## config.mk

```make
export PLATFORM = sky130hd
export DESIGN_NAME = dm_arbiter_flat
export DESIGN_NICKNAME = d
export VERILOG_FILES = /design/src/rtl/dm_arb_pkg.sv /design/src/rtl/dm_arbiter_if.sv /design/src/rtl/dm_arbiter_rr_arb2.sv /design/src/rtl/dm_arbiter.sv /design/src/flat_wrapper.sv
export SDC_FILE = /design/constraint.sdc
export NUM_CORES = 1
export LEC_CHECK = 0
export CAP_MARGIN = 10
export CORE_AREA = 8 8 135 137
export CTS_CLUSTER_DIAMETER = 120
export DETAILED_ROUTE_END_ITERATION = 6
export DIE_AREA = 0 0 143 145
export GPL_ROUTABILITY_DRIVEN = 0
export GPL_TIMING_DRIVEN = 0
export PLACE_DENSITY = 0.68
export SLEW_MARGIN = 15
export SYNTH_ARGS = -nofsm -noshare
export SYNTH_HDL_FRONTEND = slang
export SYNTH_SLANG_ARGS = --single-unit
```

## constraint.sdc

```tcl
create_clock -name clk -period 5.3 [get_ports clk]
set_input_delay 0.795 -clock clk [delete_from_list [all_inputs] [get_ports clk]]
set_output_delay 0.795 -clock clk [all_outputs]
set_load 0.03 [all_outputs]
```

## src/rtl/dm_arb_pkg.sv

```systemverilog
// Shared constants and address helpers for the data-memory arbiter.
package dm_arb_pkg;

   localparam logic M_PIPE = 1'b0;
   localparam logic M_AUX  = 1'b1;

   localparam int unsigned DM_DEPTH_WORDS = 32'd3072;

   function automatic logic [29:0] word_idx(input logic [31:0] byte_addr);
      return 30'(byte_addr >> 2);
   endfunction

   // Word index compared at full width so huge addresses never alias into range.
   function automatic logic is_oor(input logic [31:0] byte_addr, input logic [31:0] depth);
      return ({2'b00, word_idx(byte_addr)} >= depth);
   endfunction

endpackage

```

## src/rtl/dm_arbiter_if.sv

```systemverilog
// Bus bundle between the two requesters, the arbiter and the word memory.
interface dm_arbiter_if;

   logic        m0_req;
   logic        m1_req;
   logic        m0_we;
   logic        m1_we;
   logic [31:0] m0_addr;
   logic [31:0] m1_addr;
   logic [31:0] m0_wdata;
   logic [31:0] m1_wdata;
   logic [31:0] m0_pc;
   logic [31:0] m1_pc;
   logic        m0_gnt;
   logic        m1_gnt;
   logic        m0_rvalid;
   logic        m1_rvalid;
   logic [31:0] m0_rdata;
   logic [31:0] m1_rdata;
   logic [1:0]  m_err;
   logic        mem_we;
   logic [31:0] mem_addr;
   logic [31:0] mem_wdata;
   logic [31:0] mem_rdata;

   modport slave (
      input  m0_req, m1_req, m0_we, m1_we, m0_addr, m1_addr,
             m0_wdata, m1_wdata, m0_pc, m1_pc, mem_rdata,
      output m0_gnt, m1_gnt, m0_rvalid, m1_rvalid, m0_rdata, m1_rdata,
             m_err, mem_we, mem_addr, mem_wdata
   );

   modport master (
      output m0_req, m1_req, m0_we, m1_we, m0_addr, m1_addr,
             m0_wdata, m1_wdata, m0_pc, m1_pc, mem_rdata,
      input  m0_gnt, m1_gnt, m0_rvalid, m1_rvalid, m0_rdata, m1_rdata,
             m_err, mem_we, mem_addr, mem_wdata
   );

endinterface

```

## src/rtl/dm_arbiter_rr_arb2.sv

```systemverilog
// Two-input round-robin grant generator; the priority pointer lives in the caller.
module rr_arb2 (
   input  logic [1:0] req,
   input  logic       last,
   output logic [1:0] gnt,
   output logic       win_id,
   output logic       any
);

   // On a tie the master that did not win most recently goes first
   always_comb begin
      gnt    = 2'b00;
      win_id = 1'b0;
      any    = 1'b0;
      case (req)
         2'b01: begin
            gnt    = 2'b01;
            win_id = 1'b0;
            any    = 1'b1;
         end
         2'b10: begin
            gnt    = 2'b10;
            win_id = 1'b1;
            any    = 1'b1;
         end
         2'b11: begin
            gnt    = last ? 2'b01 : 2'b10;
            win_id = ~last;
            any    = 1'b1;
         end
         default: begin
            gnt    = 2'b00;
            win_id = 1'b0;
            any    = 1'b0;
         end
      endcase
   end

endmodule

```

## src/rtl/dm_arbiter.sv

```systemverilog
// Round-robin arbiter sharing the word data memory between MEM stage and an aux master.
// Define DM_ARB_TRACE_EN to print every performed memory write.
module dm_arbiter
   import dm_arb_pkg::*;
#(
   parameter int unsigned DEPTH_WORDS = DM_DEPTH_WORDS
) (
   input logic         clk,
   input logic         reset,
   dm_arbiter_if.slave bus
);

   logic [1:0]  w_req;
   logic [1:0]  w_gnt;
   logic        w_win;
   logic        w_any;
   logic        w_sel_we;
   logic [31:0] w_sel_addr;
   logic [31:0] w_sel_wdata;
   logic [31:0] w_sel_pc;
   logic        w_oor;
   logic [31:0] w_rd;
   logic        w_unused;

   logic        r_last;
   logic [1:0]  r_rvalid;
   logic [1:0]  r_err;
   logic [31:0] r_rdata [2];

   // Requests are masked while reset is held so nothing reaches the memory.
   assign w_req = {bus.m1_req, bus.m0_req} & {2{reset}};

   rr_arb2 u_rr_arb2 (
      .req    (w_req),
      .last   (r_last),
      .gnt    (w_gnt),
      .win_id (w_win),
      .any    (w_any)
   );

   assign bus.m0_gnt = w_gnt[M_PIPE];
   assign bus.m1_gnt = w_gnt[M_AUX];

   // Steer the winner's request fields
   always_comb begin
      if (w_win == M_AUX) begin
         w_sel_we    = bus.m1_we;
         w_sel_addr  = bus.m1_addr;
         w_sel_wdata = bus.m1_wdata;
         w_sel_pc    = bus.m1_pc;
      end else begin
         w_sel_we    = bus.m0_we;
         w_sel_addr  = bus.m0_addr;
         w_sel_wdata = bus.m0_wdata;
         w_sel_pc    = bus.m0_pc;
      end
   end

   assign w_oor    = is_oor(w_sel_addr, 32'(DEPTH_WORDS));
   assign w_rd     = w_oor ? 32'h0000_0000 : bus.mem_rdata;
   assign w_unused = ^w_sel_pc;

   // Memory drive; idle bus is all zero
   always_comb begin
      if (w_any) begin
         bus.mem_we    = w_sel_we & ~w_oor;
         bus.mem_addr  = {word_idx(w_sel_addr), 2'b00};
         bus.mem_wdata = w_sel_wdata;
      end else begin
         bus.mem_we    = 1'b0;
         bus.mem_addr  = 32'h0000_0000;
         bus.mem_wdata = 32'h0000_0000;
      end
   end

   // Priority pointer, read return and error pulses
   always_ff @(posedge clk or negedge reset) begin
      if (!reset) begin
         r_last     <= 1'b1;
         r_rvalid   <= 2'b00;
         r_err      <= 2'b00;
         r_rdata[0] <= 32'h0000_0000;
         r_rdata[1] <= 32'h0000_0000;
      end else begin
         r_rvalid <= 2'b00;
         r_err    <= 2'b00;
         if (w_any) begin
            r_last       <= w_win;
            r_err[w_win] <= w_oor;
            if (!w_sel_we) begin
               r_rvalid[w_win] <= 1'b1;
               r_rdata[w_win]  <= w_rd;
            end
         end
      end
   end

   assign bus.m0_rvalid = r_rvalid[M_PIPE];
   assign bus.m1_rvalid = r_rvalid[M_AUX];
   assign bus.m0_rdata  = r_rdata[M_PIPE];
   assign bus.m1_rdata  = r_rdata[M_AUX];
   assign bus.m_err     = r_err;

`ifdef DM_ARB_TRACE_EN
   // Trace performed writes at the edge that commits them
   always @(posedge clk) begin
      if (reset && bus.mem_we) begin
         $display("%d@%h: *%h <= %h", $time, w_sel_pc, bus.mem_addr, bus.mem_wdata);
      end
   end
`endif

endmodule

```

## src/flat_wrapper.sv

```systemverilog
// flat-port wrapper written by rule: the top's interface ports become plain ports
module dm_arbiter_flat import dm_arb_pkg::*;
#(
   parameter int unsigned DEPTH_WORDS = DM_DEPTH_WORDS
)
  (clk, reset, bus_m0_req, bus_m1_req, bus_m0_we, bus_m1_we, bus_m0_addr, bus_m1_addr, bus_m0_wdata, bus_m1_wdata, bus_m0_pc, bus_m1_pc, bus_mem_rdata, bus_m0_gnt, bus_m1_gnt, bus_m0_rvalid, bus_m1_rvalid, bus_m0_rdata, bus_m1_rdata, bus_m_err, bus_mem_we, bus_mem_addr, bus_mem_wdata);
  dm_arbiter_if bus_i ();
  input logic clk;
  input logic reset;
  input wire logic [$bits(bus_i.m0_req)-1:0] bus_m0_req;
  input wire logic [$bits(bus_i.m1_req)-1:0] bus_m1_req;
  input wire logic [$bits(bus_i.m0_we)-1:0] bus_m0_we;
  input wire logic [$bits(bus_i.m1_we)-1:0] bus_m1_we;
  input wire logic [$bits(bus_i.m0_addr)-1:0] bus_m0_addr;
  input wire logic [$bits(bus_i.m1_addr)-1:0] bus_m1_addr;
  input wire logic [$bits(bus_i.m0_wdata)-1:0] bus_m0_wdata;
  input wire logic [$bits(bus_i.m1_wdata)-1:0] bus_m1_wdata;
  input wire logic [$bits(bus_i.m0_pc)-1:0] bus_m0_pc;
  input wire logic [$bits(bus_i.m1_pc)-1:0] bus_m1_pc;
  input wire logic [$bits(bus_i.mem_rdata)-1:0] bus_mem_rdata;
  output wire logic [$bits(bus_i.m0_gnt)-1:0] bus_m0_gnt;
  output wire logic [$bits(bus_i.m1_gnt)-1:0] bus_m1_gnt;
  output wire logic [$bits(bus_i.m0_rvalid)-1:0] bus_m0_rvalid;
  output wire logic [$bits(bus_i.m1_rvalid)-1:0] bus_m1_rvalid;
  output wire logic [$bits(bus_i.m0_rdata)-1:0] bus_m0_rdata;
  output wire logic [$bits(bus_i.m1_rdata)-1:0] bus_m1_rdata;
  output wire logic [$bits(bus_i.m_err)-1:0] bus_m_err;
  output wire logic [$bits(bus_i.mem_we)-1:0] bus_mem_we;
  output wire logic [$bits(bus_i.mem_addr)-1:0] bus_mem_addr;
  output wire logic [$bits(bus_i.mem_wdata)-1:0] bus_mem_wdata;
  assign bus_i.m0_req = bus_m0_req;
  assign bus_i.m1_req = bus_m1_req;
  assign bus_i.m0_we = bus_m0_we;
  assign bus_i.m1_we = bus_m1_we;
  assign bus_i.m0_addr = bus_m0_addr;
  assign bus_i.m1_addr = bus_m1_addr;
  assign bus_i.m0_wdata = bus_m0_wdata;
  assign bus_i.m1_wdata = bus_m1_wdata;
  assign bus_i.m0_pc = bus_m0_pc;
  assign bus_i.m1_pc = bus_m1_pc;
  assign bus_i.mem_rdata = bus_mem_rdata;
  assign bus_m0_gnt = bus_i.m0_gnt;
  assign bus_m1_gnt = bus_i.m1_gnt;
  assign bus_m0_rvalid = bus_i.m0_rvalid;
  assign bus_m1_rvalid = bus_i.m1_rvalid;
  assign bus_m0_rdata = bus_i.m0_rdata;
  assign bus_m1_rdata = bus_i.m1_rdata;
  assign bus_m_err = bus_i.m_err;
  assign bus_mem_we = bus_i.mem_we;
  assign bus_mem_addr = bus_i.mem_addr;
  assign bus_mem_wdata = bus_i.mem_wdata;
  dm_arbiter #(.DEPTH_WORDS(DEPTH_WORDS)) u_core (.clk(clk), .reset(reset), .bus(bus_i));
endmodule
```

==> impl_metrics.toml, run 1 <==
[flow_run]
drv_cap = 0

[sta]
fin_crit_ns = 4.728
rsz0062_at_grt = "no"
layout_setup_ws_ns = 0.5722
drv_slew = 0
timing.hold.ws_ns = 0.3828
setup_violations = 0
fin_crit_sh = 0.8920
final_hold_viol_count = 0
max_clock_freq_mhz = 211.5
slew_headroom = 0.4833
tightest_slew_ns = 0.7750
clock-skew-final_ns = 0.005901
tns_ns = 0

[clock_network]
clk_latency_ns = 0.33
htreeDepth = 3
ctsHoldBuffers = 0
cts_tree = "yes"
postCtsSetupBuffers = 0
cts_sinks = 69
cts_buffer_depth = 2
numCtsBuffers = 9
clk_pin_slew_ns = 0.06
cts_root_buf = "clkbuf_16"
post_cts_resized = 0

[critical_path]
endpoint_kind = "output pin"
worstPathArrival_ns = 3.93
max_stage_delay_ns = 0.83
crit_end = "bus_mem_wdata[8]"
r2r-start = "u_core.r_last$_DFFE_PN1N_"
critPathSlowestCell = "clkdlybuf4s50_1"
critical_path_class = "in -> out"
reg2regPathDepth = 6
crit_buf_inv = 6
crit_chain = "buf_4, buf_16, nand3_2, inv_1, clkbuf_1, buf_1, a22o_1, clkdlybuf4s50_1"
r2r_slack_ns = 3.00
worstSetupPathDepth = 8
cp_top_family = "buffers and inverters"
setup.worst_path.start = "reset"
critPathMaxFanout = 46
critPathLaunchType = "primary input"
worstPathRequired_ns = 4.51
rr_endpoint = "u_core.bus.m0_rdata[0]$_DFFE_PN0P_"

[cells_and_area]
design_area_mm2 = 0.007450
syn2layout_area_growth_pct = 91.26
fillCellCount = 1572
final_util = 0.4607
final_nets = 984
antenna_cells = 0
instances_no_fill = 979
drive_gt1_frac = 0.08827

[route]
route.final.wire_length_um = 20900
drt_iter0_drc = 203
antenna_left = 0
drc = 0
num_vias = 4614
dr.pass1.iters = 6
routedWlPerCell_um = 21.35
via_per_inst = 4.713

[grt]
grt_pass1_wl_um = 30370
first_global_vias = 4805
grt_max_degree = 47
antenna_found_initial = 0
track_usage = 0.1954
overflow = 0

[power]
p_seq_frac = 0.335
netSwitchingPower_mw = 0.4692
p_comb_frac = 0.273
clockPowerShare = 0.392
switching_share = 0.2959
total_power_mw = 1.585
ir_worst_vdd_mv = 0.1199
intPower_mw = 1.116
leakagePower_nw = 2.910
p_per_area_mw_per_mm2 = 212.8

[place]
dp.cells = 963
dpl.hpwl_um = 17470
dp_worst_setup_slack_ns = 0.4798
postPlaceCellArea_mm2 = 0.007142
port_buffers = 294

[synthesis]
ys_seq_area_frac = 0.4436
synth_area_per_cell_um2 = 8.714
synth_seq_cells = 69
syn_inst = 447
synth_cell_types = 26
syn_area_mm2 = 0.003895
synth_warnings = 0

[status]
status = "completed"

[die]
die_h_um = 145
design.portCount = 365
die_w_um = 143
dieArea_mm2 = 0.02074
core_area_mm2 = 0.01617
rows = 47
initial_utilization = 0.2409

[hold_path]
hp-class = "in -> async"
-- per-layer routing --
| metal | track usage | vias to the layer above | routed length (um) |
|---|---|---|---|
| met5 | 0 | - | 0 |
| met4 | 0.04572 | 0 | 229 |
| met3 | 0.08399 | 18 | 2618 |
| met2 | 0.3122 | 238 | 9595 |
| met1 | 0.2364 | 2162 | 8457 |
| li1 | - | 2196 | - |
-- layout make-up --
| class | count | area, um^2 | area share |
|---|---|---|---|
| timing repair buffer | 295 | 2968 | 0.3984 |
| multi-input combinational | 332 | 1948 | 0.2615 |
| sequential | 69 | 1728 | 0.2319 |
| tap | 220 | 275.3 | 0.03695 |
| clock buffer | 10 | 239.0 | 0.03208 |
| buffer | 44 | 211.5 | 0.02838 |
| clock inverter | 6 | 68.82 | 0.009237 |
| inverter | 3 | 11.26 | 0.001512 |
-- cells in the mapped netlist, drive strengths merged --
cell type	count	area, um^2
nand2	182	683.2
a22o	39	341.6
mux2	1	11.26
or4	4	30.03
o21ai	1	8.760
dfstp	1	26.28
o21a	2	15.01
inv	3	11.26
nor4	6	37.54
nor2	1	3.750
mux2i	1	10.01
nand3	3	20.02
dfrtp	68	1702
clkbuf	26	97.59
a2111oi	1	15.01
conb	1	3.750
o31ai	64	630.6
or3b	1	8.760
a21oi	23	115.1
a311o	1	10.01
buf	18	113.9
-- layout by cell type (no fill, tap or decap), types with 2 or more instances in the layout --
cell type        Yosys  routed
a21oi_1             23      23
conb_1               1       2
clkbuf_16            0       9
buf_6                4       4
nor4_1               6       6
or4_1                4       4
inv_6                0       2
nand3_1              2       2
a22o_1              39      39
dfrtp_1             68      68
buf_1                5       5
inv_1                3       3
nand2_1            182     182
o31ai_2             30      30
buf_2                7       7
o31ai_1             34      34
buf_4                2       3
o21a_1               2       2
clkdlybuf4s50_1      0     293
clkbuf_1            26      26
-- state kept, by name, indices dropped and copies added (netlist names) --
signal / flops
u_core.r_rvalid: 2
u_core.bus.m1_rdata: 32
u_core.bus.m_err: 2
u_core.bus.m0_rdata: 32
u_core.r_last: 1
-- power by group through the flow --
stage	Sequential, mW	Combinational [mW]	Clock [mW]
final	0.532	0.433	0.621
after global routing	0.531	0.458	0.652
after CTS	0.532	0.436	0.635
after detailed placement	0.541	0.435	0
after global placement	0.541	0.432	0
after floorplan	0.544	0.164	0
-- logic make-up (layout without fill, tap and decap cells) --
family,Yosys count,after routing,synth area share
AOI/OAI and AO/OA,131,131,0.2917
buffers and inverters,47,358,0.05718
DFF,69,69,0.4436
muxes,2,2,0.005461
other,1,2,0.0009628
and+or+nand+nor,197,197,0.2011
-- worst min path at each step --
stage                                              startpoint                                  end  cells past startpoint  slack [ns]
after floorplan                     u_core.r_last$_DFFE_PN1N_            u_core.r_last$_DFFE_PN1N_                      2        0.44
after global placement    u_core.bus.m1_rdata[20]$_DFFE_PN0P_  u_core.bus.m1_rdata[20]$_DFFE_PN0P_                      2        0.46
after detailed placement            u_core.r_last$_DFFE_PN1N_            u_core.r_last$_DFFE_PN1N_                      2        0.47
after CTS                                               reset         u_core.r_rvalid[0]$_DFF_PN0_                      1        0.38
after global routing                                    reset         u_core.r_rvalid[0]$_DFF_PN0_                      1        0.41
final                                                   reset         u_core.r_rvalid[0]$_DFF_PN0_                      1        0.38
Power figures use the tool's default switching activity.
==> run 2, diff against run 1 <==
- SYNTH_HIERARCHICAL: default -> 1
==> impl_metrics.toml, run 2 <==
[critical_path]
worstSetupPathDepth = 12
cp_top_family = "buffers and inverters"
crit_end = "bus_mem_we"
worstPathRequired_ns = 4.51
cp_common_cell = "buf_6"
crit_buf_inv = 6
rr_endpoint = "u_core/bus.m0_rdata[7]$_DFFE_PN0P_"
endpoint_kind = "output pin"
max_stage_delay_ns = 0.78
critPathMaxFanout = 39
setup.worst_path.start = "reset"
worstPathArrival_ns = 4.05
r2r-start = "u_core/r_last$_DFFE_PN1P_"
critPathSlowestCell = "clkdlybuf4s50_1"
reg2regPathDepth = 8
r2r_slack_ns = 3.14
crit_chain = "buf_4, buf_12, and2_1, a21boi_0, buf_2, nor4b_1, nand3_1, a22o_1, buf_6, buf_6, nor3b_2, clkdlybuf4s50_1"
critical_path_class = "in -> out"
critPathLaunchType = "primary input"

[synthesis]
synth_cell_types = 31
syn_area_mm2 = 0.003980
synth_warnings = 6
synth-xor-area-share = 0
synth_top_cells_by_count = "nand2_1, dfrtp_1, mux2i_1, nor2b_1, o21ai_1"
yosysMostFrequentCell = "nand2_1"
ys_dominant_reg_cell = "dfrtp_1"
synth_compound_area_frac = 0.08959
synth_async_sr_flop_share = 1.000
synth_top_family_by_area = "simple AND/OR/NAND/NOR gates"
synth_area_per_cell_um2 = 8.634
synth_area_leaders = "dfrtp_1, mux2i_1, nand2_1, nor2b_1, o21ai_1"
syn_inst = 461
ys_seq_area_frac = 0.4341
synth_edf_count = 0
yosys.area.top_type_share = 0.4275
synth_area_leader_cell = "dfrtp_1"
yosys.area_share.adder = 0
synth-simple-area-share = 0.2628
synth_seq_cells = 69
synthMuxAreaShare = 0.1584

[clock_network]
ctsHoldBuffers = 0
htreeDepth = 3
postCtsSetupBuffers = 0
cts_root_buf = "clkbuf_16"
clk_latency_ns = 0.32
clk_pin_slew_ns = 0.06
numCtsBuffers = 9
cts_sinks = 69
cts_tree = "yes"
post_cts_resized = 0
cts_buffer_depth = 2

[route]
dr.pass1.iters = 4
antenna_left = 0
num_vias = 4329
routedWlPerCell_um = 18.94
drt_iter0_drc = 195
route.final.wire_length_um = 18810
drc = 0
via_per_inst = 4.360

[place]
postPlaceCellArea_mm2 = 0.007219
dp.cells = 977
port_buffers = 294
dpl.hpwl_um = 15830
dp_worst_setup_slack_ns = 0.3881

[sta]
clock-skew-final_ns = 0.005370
timing.hold.ws_ns = 0.4169
tightest_slew_ns = 0.5396
max_clock_freq_mhz = 206.6
slew_headroom = 0.6403
setup_violations = 0
fin_crit_sh = 0.9134
drv_slew = 0
rsz0062_at_grt = "no"
layout_setup_ws_ns = 0.4592
tns_ns = 0
final_hold_viol_count = 0
fin_crit_ns = 4.841

[grt]
track_usage = 0.1780
overflow = 0
first_global_vias = 4584
grt_pass1_wl_um = 28160
antenna_found_initial = 0
grt.met1_usage = 0.2100
top_usage_layer = "met2"
grt_max_degree = 40
grt.met2_usage = 0.2837
grtUsageMet3 = 0.08235

[die]
die_h_um = 145
die_w_um = 143
initial_utilization = 0.2461
core_area_mm2 = 0.01617
rows = 47
design.portCount = 365
dieArea_mm2 = 0.02074

[cells_and_area]
final_nets = 998
syn2layout_area_growth_pct = 89.22
drive_gt1_frac = 0.05692
layout_commonest_cell = "clkdlybuf4s50_1"
final_util = 0.4657
final_cell_mix = "clkdlybuf4s50_1, nand2_1, dfrtp_1, mux2i_1, nor2b_1"
antenna_cells = 0
design_area_mm2 = 0.007531
instances_no_fill = 993

[power]
ir_worst_vdd_mv = 0.1135
leakagePower_nw = 2.922
total_power_mw = 1.587
p_per_area_mw_per_mm2 = 210.7

[hold_path]
hp-class = "in -> async"

[status]
status = "completed"

[flow_run]
drv_cap = 0
run 2: cell types whose count changed after synthesis, sizes merged, moves of 4 or more:
cell,previous run,this run
o21ai,1,65
o31ai,64,0
nor2b,0,63
mux2i,1,63
nand2,182,131
a22o,39,1
a21oi,23,0
clkbuf,26,18
nor3,0,4
or4,4,0
run 2: metal layers:
| metal | share of wire | vias up |
|---|---|---|
| met2 | 0.46 | 198 |
| met1 | 0.40 | 1975 |
| met5 | 0 | - |
| li1 | - | 2140 |
| met3 | 0.12 | 16 |
| met4 | 0.016 | 0 |
run 2: worst min path at each step:
stage,startpoint,end,slack (ns)
final,reset,u_core/bus.m1_rdata[4]$_DFFE_PN0P_,0.42
after global routing,reset,u_core/bus.m1_rdata[4]$_DFFE_PN0P_,0.43
after CTS,reset,u_core/bus.m1_rdata[8]$_DFFE_PN0P_,0.42
after detailed placement,u_core/bus.m0_rdata[31]$_DFFE_PN0P_,u_core/bus.m0_rdata[31]$_DFFE_PN0P_,0.47
after global placement,u_core/bus.m1_rdata[29]$_DFFE_PN0P_,u_core/bus.m1_rdata[29]$_DFFE_PN0P_,0.46
after floorplan,u_core/r_last$_DFFE_PN1P_,u_core/r_last$_DFFE_PN1P_,0.46
run 2: layout make-up:
| cell class | count | area [um^2] |
|---|---|---|
| inverter | 4 | 15.01 |
| clock inverter | 5 | 58.81 |
| timing repair buffer | 295 | 2960 |
| fill | 1625 | 8641 |
| multi-input combinational | 351 | 2041 |
| buffer | 38 | 200.2 |
| tap | 220 | 275.3 |
| clock buffer | 11 | 252.7 |
| sequential | 69 | 1728 |
run 2: logic make-up (layout without fill, tap and decap cells):
family | after synthesis | in the layout
AND/OR/NAND/NOR | 217 | 217
AO/OA/AOI/OAI | 69 | 69
flip-flops | 69 | 69
multiplexers | 63 | 63
buffers and inverters | 42 | 353
other | 1 | 2
run 2: worst reg2reg max path, stage by stage (launching register included):
cell and delay (ns):
dfstp_2 0.55, a21boi_0 0.07, buf_2 0.17, or3b_1 0.38
clkbuf_1 0.23, inv_2 0.17, buf_2 0.25, nand2_1 0.07
o21ai_0 0.17
run 2: power breakdown:
group / leakage (nW) / total (mW) / switching, mW / internal (mW)
logic: 1.82 / 0.436 / 0.215 / 0.221
registers: 0.958 / 0.531 / 0.00133 / 0.530
clock network: 0.148 / 0.619 / 0.229 / 0.390
==> run 3, diff against run 2 <==
- HOLD_SLACK_MARGIN: default -> 0.05
- RECOVER_POWER: default -> 50
==> impl_metrics.toml, run 3 (synthesis results as in run 2) <==
[status]
status = "completed"

[clock_network]
cts_tree = "yes"
htreeDepth = 3
cts_sinks = 69
post_cts_resized = 0
cts_buffer_depth = 2
clk_pin_slew_ns = 0.06
postCtsSetupBuffers = 0
numCtsBuffers = 9
cts_root_buf = "clkbuf_16"
ctsHoldBuffers = 0
clk_latency_ns = 0.32

[route]
routedWlPerCell_um = 18.94
route.final.wire_length_um = 18810
dr.pass1.iters = 4
drc = 0
drt_iter0_drc = 184
num_vias = 4335
antenna_left = 0
via_per_inst = 4.366

[cells_and_area]
final_util = 0.4657
fillCellCount = 1625
multi_input_area_mm2 = 0.002041
instances_no_fill = 993
syn2layout_area_growth_pct = 89.22
layout_commonest_cell = "clkdlybuf4s50_1"
final_cell_mix = "clkdlybuf4s50_1, nand2_1, dfrtp_1, dlygate4sd3_1"
regArea_mm2 = 0.001728
antenna_cells = 0
drive_gt1_frac = 0.05692
final_nets = 998

[grt]
grt_pass1_wl_um = 28160
antenna_found_initial = 0
grt_max_degree = 40
first_global_vias = 4584
overflow = 0
track_usage = 0.1780

[sta]
fin_crit_ns = 4.847
drv_slew = 0
tns_ns = 0
max_clock_freq_mhz = 206.3
rsz0062_at_grt = "no"
slew_headroom = 0.6381
tightest_slew_ns = 0.5429
fin_crit_sh = 0.9146
final_hold_viol_count = 0
layout_setup_ws_ns = 0.4527
setup_violations = 0
clock-skew-final_ns = 0.005268

[critical_path]
critPathLaunchType = "primary input"
worstPathArrival_ns = 4.05
critical_path_class = "in -> out"
critPathMaxFanout = 39
worstPathRequired_ns = 4.51
endpoint_kind = "output pin"

[place]
dpl.hpwl_um = 15830
port_buffers = 294
dp.cells = 977
dp_worst_setup_slack_ns = 0.3881

[flow_run]
drv_cap = 0

[die]
rows = 47
design.portCount = 365
core_area_mm2 = 0.01617
die_w_um = 143
die_h_um = 145
initial_utilization = 0.2461
dieArea_mm2 = 0.02074

[power]
p_seq_frac = 0.335
leakagePower_nw = 3.155
p_comb_frac = 0.275
clockPowerShare = 0.390
ir_worst_vdd_mv = 0.1132
switching_share = 0.2808
intPower_mw = 1.140
p_per_area_mw_per_mm2 = 210.6
netSwitchingPower_mw = 0.4452
total_power_mw = 1.586

[hold_path]
hp-class = "in -> async"
==> run 3: worst max-delay path: stages <==
cell	delay, ns
buf_4	0.37
buf_12	0.29
and2_1	0.22
a21boi_0	0.17
buf_2	0.20
nor4b_1	0.25
nand3_1	0.14
a22o_1	0.31
buf_6	0.18
buf_6	0.15
nor3b_2	0.15
clkdlybuf4s50_1	0.78
==> run 3: power by group through the flow <==
stage	clock network [mW]	registers, mW	logic [mW]
floorplan	0	0.544	0.181
global placement	0	0.541	0.438
detailed placement	0	0.541	0.441
CTS	0.635	0.531	0.442
global route	0.656	0.531	0.465
finish	0.619	0.531	0.436
==> run 3: final cells by class <==
cell class | count | share of cell area
plain buffers | 38 | 0.02658
clock buffers | 11 | 0.03356
clock inverters | 5 | 0.007809
inverters | 4 | 0.001994
multi-input cells | 351 | 0.2710
flip-flops and latches | 69 | 0.2294
well taps | 220 | 0.03655
repair buffers | 295 | 0.3931
==> run 3: layer usage <==
layer | wire length [um] | share of wire | vias to the layer above | track usage
met4 | 302 | 0.016 | 0 | 0.04785
met3 | 2303 | 0.12 | 16 | 0.08235
met5 | 0 | 0 | - | 0
met1 | 7553 | 0.40 | 1979 | 0.2100
li1 | - | - | 2144 | -
met2 | 8651 | 0.46 | 196 | 0.2837
==> run 3: worst paths after layout <==
check | from | endpoint | slack, ns | depth (start not counted)
hold reg to reg | u_core/bus.m0_rdata[31]$_DFFE_PN0P_ | u_core/bus.m0_rdata[31]$_DFFE_PN0P_ | 0.47 | 2
min in group clk | u_core/bus.m0_rdata[31]$_DFFE_PN0P_ | u_core/bus.m0_rdata[31]$_DFFE_PN0P_ | 0.47 | 2
hold / removal | reset | u_core/bus.m1_rdata[4]$_DFFE_PN0P_ | 0.42 | 1
max in group asynchronous | reset | u_core/r_last$_DFFE_PN1P_ | 4.26 | 2
setup / recovery | reset | bus_mem_we | 0.45 | 12
setup reg to reg | u_core/r_last$_DFFE_PN1P_ | u_core/bus.m0_rdata[7]$_DFFE_PN0P_ | 3.14 | 8
==> run 3: stage by stage <==
step,hold WS (ns),cell area (um^2)
4_1_cts,0.4185,7531
5_1_grt,0.4333,7531
3_3_place_gp,0.4594,7202
6_report,0.4164,7531
2_1_floorplan,0.4593,3984
3_5_place_dp,0.4691,7219
